===== src/rtl/pwm_audio_out.sv =====
`default_nettype none
// ============================================================================
// Module : pwm_audio_out
// Signed sample -> shifted/saturated offset-binary duty, free-running PWM,
// pop-free soft mute ramp and amplifier shutdown/wake sequencing.
// Rev    : 1.0
// ============================================================================
module pwm_audio_out #(
  parameter int DATA_W    = 25,
  parameter int PWM_W     = 11,
  parameter int SHIFT     = 13,
  parameter int RAMP_STEP = 4,
  parameter int AMP_WAKE  = 8
) (
  input  logic              clk,
  input  logic              rst,
  input  logic              sample_valid,
  input  logic [DATA_W-1:0] sample_in,
  input  logic              round_en,
  input  logic              mute,
  input  logic              clr_flags,
  output logic              pwm_out,
  output logic              amp_sd,
  output logic              period_start,
  output logic              clip_flag,
  output logic              overflow_flag
);

  localparam int CW   = (DATA_W + 1 > PWM_W + 1) ? DATA_W + 1 : PWM_W + 1;
  localparam int WK_W = $clog2(AMP_WAKE + 2);

  localparam logic [PWM_W-1:0] C_MID  = {1'b1, {(PWM_W-1){1'b0}}};
  localparam logic [PWM_W-1:0] C_MAX  = {PWM_W{1'b1}};
  localparam logic [PWM_W-1:0] C_STEP =
    (RAMP_STEP >= (1 << PWM_W)) ? {PWM_W{1'b1}} : PWM_W'(RAMP_STEP);
  localparam logic [WK_W-1:0]  C_WAKE_LAST = WK_W'(AMP_WAKE);

  localparam logic signed [CW-1:0] C_RND    = $signed({{(CW-1){1'b0}}, 1'b1} << (SHIFT - 1));
  localparam logic signed [CW-1:0] C_SAT_HI = $signed({{(CW-PWM_W+1){1'b0}}, {(PWM_W-1){1'b1}}});
  localparam logic signed [CW-1:0] C_SAT_LO = $signed({{(CW-PWM_W+1){1'b1}}, {(PWM_W-1){1'b0}}});

  typedef enum logic [2:0] {
    ST_RUN       = 3'd0,
    ST_RAMP_DOWN = 3'd1,
    ST_MUTED     = 3'd2,
    ST_WAKE      = 3'd3,
    ST_RAMP_UP   = 3'd4
  } state_t;

  state_t               state;
  logic [PWM_W-1:0]     cnt;
  logic [PWM_W-1:0]     duty_pending;
  logic [PWM_W-1:0]     duty_active;
  logic [WK_W-1:0]      wake_cnt;
  logic                 seen;

  logic signed [CW-1:0] ext;
  logic signed [CW-1:0] biased;
  logic signed [CW-1:0] shifted;
  logic [PWM_W-1:0]     conv_duty;
  logic [PWM_W-1:0]     ramp_down_next;
  logic [PWM_W-1:0]     ramp_up_next;
  logic                 clip_evt;
  logic                 ovr_evt;
  logic                 wrap;

  function automatic logic [PWM_W-1:0] step_toward(input logic [PWM_W-1:0] cur,
                                                   input logic [PWM_W-1:0] tgt);
    if (cur < tgt) begin
      return (tgt - cur > C_STEP) ? cur + C_STEP : tgt;
    end else begin
      return (cur - tgt > C_STEP) ? cur - C_STEP : tgt;
    end
  endfunction

  always_comb begin
    ext     = {{(CW-DATA_W){sample_in[DATA_W-1]}}, sample_in};
    biased  = round_en ? ext + C_RND : ext;
    shifted = biased >>> SHIFT;
    clip_evt = sample_valid && ((shifted > C_SAT_HI) || (shifted < C_SAT_LO));
    // Offset binary: adding midscale to an in-range value just flips its sign bit.
    if (shifted > C_SAT_HI) begin
      conv_duty = C_MAX;
    end else if (shifted < C_SAT_LO) begin
      conv_duty = '0;
    end else begin
      conv_duty = {~shifted[PWM_W-1], shifted[PWM_W-2:0]};
    end
    ovr_evt        = sample_valid && seen;
    wrap           = (cnt == C_MAX);
    ramp_down_next = step_toward(duty_active, C_MID);
    ramp_up_next   = step_toward(duty_active, duty_pending);
  end

  always_ff @(posedge clk) begin
    if (rst) begin
      cnt           <= '0;
      duty_pending  <= C_MID;
      duty_active   <= C_MID;
      pwm_out       <= 1'b0;
      amp_sd        <= 1'b1;
      period_start  <= 1'b0;
      clip_flag     <= 1'b0;
      overflow_flag <= 1'b0;
      seen          <= 1'b0;
      wake_cnt      <= '0;
      state         <= ST_RUN;
    end else begin
      cnt           <= cnt + 1'b1;
      period_start  <= wrap;
      pwm_out       <= (cnt < duty_active);
      seen          <= wrap ? 1'b0 : (seen | sample_valid);
      clip_flag     <= clip_evt | (clip_flag & ~clr_flags);
      overflow_flag <= ovr_evt  | (overflow_flag & ~clr_flags);
      if (sample_valid) begin
        duty_pending <= conv_duty;
      end

      case (state)
        ST_RUN: begin
          if (wrap) begin
            duty_active <= duty_pending;
            if (mute) state <= ST_RAMP_DOWN;
          end
        end
        ST_RAMP_DOWN: begin
          if (wrap) begin
            duty_active <= ramp_down_next;
            if (!mute) begin
              state <= ST_RAMP_UP;
            end else if (ramp_down_next == C_MID) begin
              state <= ST_MUTED;
            end
          end
        end
        ST_MUTED: begin
          // Wake is not tied to the period boundary; the amp powers up at once.
          if (!mute) begin
            state    <= ST_WAKE;
            amp_sd   <= 1'b1;
            wake_cnt <= '0;
          end else begin
            amp_sd   <= 1'b0;
          end
        end
        ST_WAKE: begin
          if (wrap) begin
            duty_active <= C_MID;
            if (mute) begin
              state  <= ST_MUTED;
              amp_sd <= 1'b0;
            end else if (wake_cnt + 1'b1 >= C_WAKE_LAST) begin
              state <= ST_RAMP_UP;
            end else begin
              wake_cnt <= wake_cnt + 1'b1;
            end
          end
        end
        ST_RAMP_UP: begin
          if (wrap) begin
            duty_active <= ramp_up_next;
            if (mute) begin
              state <= ST_RAMP_DOWN;
            end else if (ramp_up_next == duty_pending) begin
              state <= ST_RUN;
            end
          end
        end
        default: state <= ST_RUN;
      endcase
    end
  end

endmodule
`default_nettype wire


===== config.mk =====
export PLATFORM = sky130hd
export DESIGN_NAME = pwm_audio_out
export DESIGN_NICKNAME = d
export VERILOG_FILES = /design/src/rtl/pwm_audio_out.sv
export SDC_FILE = /design/constraint.sdc
export NUM_CORES = 1
export LEC_CHECK = 0
export BUFFER_PORTS_ARGS = -buffer_cell sky130_fd_sc_hd__clkbuf_2
export CAP_MARGIN = 0
export CORE_MARGIN = 4
export CORE_UTILIZATION = 30
export DETAILED_ROUTE_END_ITERATION = 16
export PLACE_DENSITY_LB_ADDON = 0.1
export SYNTH_ARGS = -nofsm -noshare
export SYNTH_HDL_FRONTEND = slang
export SYNTH_SLANG_ARGS = --single-unit

===== constraint.sdc =====
create_clock -name clk -period 7.8 [get_ports clk]
set_clock_uncertainty 0.05 [all_clocks]
set_input_delay 0 -clock clk [delete_from_list [all_inputs] [get_ports clk]]
set_output_delay 0 -clock clk [all_outputs]
set_load 0.005 [all_outputs]

==> parameters.txt <==
Parameter                              Value

Setup path
  Slowest Stage Delay on Critical Path    0.77 ns
  Standard cell with the maximum stage delay on the critical path    dfxtp_1
  Largest driver fanout on the critical path    15
  Type of element launching the critical path    register
  Startpoint of the worst setup timing path    duty_active[6]$_SDFFE_PP0P_
  Crit path cell chain    clkinv_1 > ha_1 > a21oi_1 > o21ai_0 > a211oi_1 > o2111ai_2 > nor4b_4 > a32oi_4 > a2111oi_4 > o2111ai_1 > o41ai_1
  Reg2reg start    duty_active[6]$_SDFFE_PP0P_
  Worst endpoint data arrival time    4.29 ns
  Kind of capture point of the worst setup path    register
  Worst Path Required    7.94 ns
  Kind of critical path    register to register

Global route
  Largest net degree at the start of global routing    42
  GRT Util Overall    17.9%
  Via count of the first global-routing pass    4875
  Initial antenna violation count    0
  Residual overflow from global routing    0
  Wire length of the first global-routing pass    26600 um

Drt
  DRT iter0 DRCs    442
  Vias    5016
  Post-detailed-routing wire length    16300 um
  Number of remaining DRC errors    0
  Number of nets with antenna violations after detailed routing    0
  Drt first pass iters    7
  Drt wl/cell    18.4 um
  Via density per instance    5.66

STA
  Max frequency    0.241 GHz
  Max-slew violation count    0
  Worst slew margin    35.8%
  Final cycle utilization of the critical path    53.3%
  Measured slew at the worst slew-check pin    0.963 ns
  Setup violations, final    0
  RSZ-0062 raised after global routing    false
  Number of hold violations in the final report    0
  Final hold slack    0.0327 ns
  Tmin final    4.16 ns
  Total negative setup slack    0 ns

Synthesis
  Total nets after synthesis    744
  Main flop type after synthesis    dfxtp_1
  Mean instance size in the synthesized netlist    7.41 um^2
  Area share of the largest cell type after synthesis    18.4%
  Sequential-to-total area share from yosys stat    18.4%
  Yosys warns    0
  Flip-flop and latch count after synthesis    46
  Post-synth design cell area    5000 um^2
  Largest area contributor in the synthesized netlist    dfxtp_1
  Library cell with the highest instance count after synthesis    nor2_1
  Most instantiated cells after synthesis    nor2_1, a21oi_1, nand2_1
  Count of different cell masters after synthesis    88
  Number of cells produced by synthesis    675
  Number of enable flip-flop cells after synthesis    0
  Biggest area contributors in the synthesized netlist    dfxtp_1, ha_1, a21oi_1, xnor2_1, nor2_1
  Async S/R FF share, synth    0%

Cells and area
  Layout net count    739
  Area growth, synth to finish    8.31%
  Final core utilization    33.6%
  Ratio of cells with drive above 1 in the final layout    9.24%
  Number of inserted diodes    0

Floorplan
  Total Die Area    18800 um^2
  # IOs    36
  Area of the placeable core    16100 um^2
  Chip width    137 um
  Initial Util    31.0%
  Standard-cell rows    46
  Vertical extent of the die    137 um

Clock tree
  CTS tree    yes
  Root buf cell    clkbuf_16
  Insertion delay of the later-clocked pin in the worst-skew pair    0.29 ns
  Number of sinks handled by clock tree synthesis    46
  Htree depth    2
  Largest buffer count on any clock path    2
  Clock transition at the register clock pins on the worst setup and hold paths after CTS    0.07 ns
  TritonCTS buffer count    5
  Number of gates given a new drive strength after cts    0

Placed design
  Hpwl dp    12600 um
  GPL Wtd Cong    0.891
  Buffers added on ports    23

Min path
  Hold Path Origin    sample_in[24]
  Hold Crit Class    input port to register

Pwr
  Static Leakage    2.02 nW
  Peak supply drop    0.0665 mV
  Power density normalized to cell area    150 nW/um^2

Outcome
  Run status    finished, final reports clean

Flow run
  Number of max-capacitance violations reported    0
==> per-layer routing <==
layer  vias to the layer above  global-route usage, %  wire, um
li1                       2479                      -         -
met1                      2358                   25.7      7900
met2                       143                   26.8      7070
met3                        36                   2.13       678
met4                         0                   7.71       680
met5                         -                      0         0
==> worst max-delay path, delay by kind of cell, from the launching register on <==
| kind | cells | cell delay [ns] |
|---|---|---|
| buffers and inverters | 1 | 0.50 |
| and+or+nand+nor | 1 | 0.44 |
| adders and majority gates | 1 | 0.37 |
| AOI/OAI and AO/OA | 8 | 1.91 |
| DFF | 1 | 0.77 |
==> area by class of cell <==
cell class,count,area (um^2)
Sequential cell,46,921
Tap cell,216,270
Multi-Input combinational cell,556,3770
Timing Repair Buffer,24,125
Inverter,37,139
Fill cell,1764,10700
Clock buffer,5,125
Clock inverter,3,68.8
==> cell families after synthesis <==
logic type,after synthesis,synth area share [%]
XOR/XNOR,50,9.06
AO/OA/AOI/OAI,209,29.8
AND/OR/NAND/NOR,253,25.5
buffers and inverters,73,6.25
adder cells (fa/ha/maj),38,9.66
flip-flops,46,18.4
multiplexers,6,1.30
==> flip-flops by register name (all words and copies together) (netlist names) <==
| register | cells |
|---|---|
| amp_sd | 1 |
| clip_flag | 1 |
| cnt | 11 |
| duty_active | 11 |
| duty_pending | 11 |
| overflow_flag | 1 |
| period_start | 1 |
| pwm_out | 1 |
| seen | 1 |
| state | 3 |
| wake_cnt | 4 |
==> what timing repair did <==
item,CTS,global route
hold endpoints to repair,2,0
hold buffers,1,0
buffers inserted,0,0
==> metrics by stage <==
| step | area [um^2] | instances | total power, W | worst slack, ns |
|---|---|---|---|---|
| floorplan | 5000 | 675 | 0.000467 | 4.54 |
| global placement | 5210 | 878 | 0.000529 | 3.66 |
| detailed placement | 5210 | 878 | 0.000531 | 3.61 |
| CTS | 5420 | 887 | 0.000818 | 3.61 |
| global route | 5420 | 887 | 0.000864 | 3.29 |
| finish | 5420 | 887 | 0.000810 | 3.64 |
==> where the power goes <==
part | switching [W] | internal, W | total, W
sequential | 0.0000386 | 0.000248 | 0.000286
clock | 0.0000972 | 0.000184 | 0.000281
combinational | 0.000149 | 0.0000934 | 0.000243
total | 0.000285 | 0.000525 | 0.000810
==> layout by cell type, fill, tap and decap left out, types with 4 or more instances in the layout <==
cell type | synthesis | layout
a211o_1 | 6 | 6
a211oi_1 | 11 | 11
a21o_1 | 10 | 10
a21oi_1 | 57 | 57
a221oi_1 | 5 | 5
a311oi_1 | 8 | 8
a31oi_1 | 8 | 8
and2_1 | 8 | 8
and3_1 | 10 | 10
clkbuf_16 | 0 | 5
clkbuf_2 | 0 | 23
dfxtp_1 | 46 | 46
ha_1 | 37 | 37
inv_1 | 33 | 33
mux2_2 | 4 | 4
nand2_1 | 51 | 51
nand2b_1 | 6 | 6
nand3_1 | 33 | 33
nand4_1 | 9 | 9
nor2_1 | 72 | 72
nor2b_1 | 9 | 9
nor3_1 | 23 | 23
nor3b_1 | 4 | 4
nor4_1 | 6 | 6
o2111ai_1 | 5 | 5
o211ai_1 | 5 | 5
o21ai_0 | 31 | 31
o21ai_1 | 12 | 12
o221ai_1 | 4 | 4
xnor2_1 | 31 | 31
xor2_1 | 17 | 17
==> worst paths after layout <==
path,end,slack (ns),cells after the start
hold reg to reg,overflow_flag$_SDFF_PP0_,0.43,2
setup / recovery,state[0]$_SDFFE_PP0P_,3.64,11
setup reg to reg,state[0]$_SDFFE_PP0P_,3.64,11
hold / removal,duty_pending[10]$_SDFFE_PP1P_,0.03,4
No activity file was read; power rests on OpenSTA's default activity.
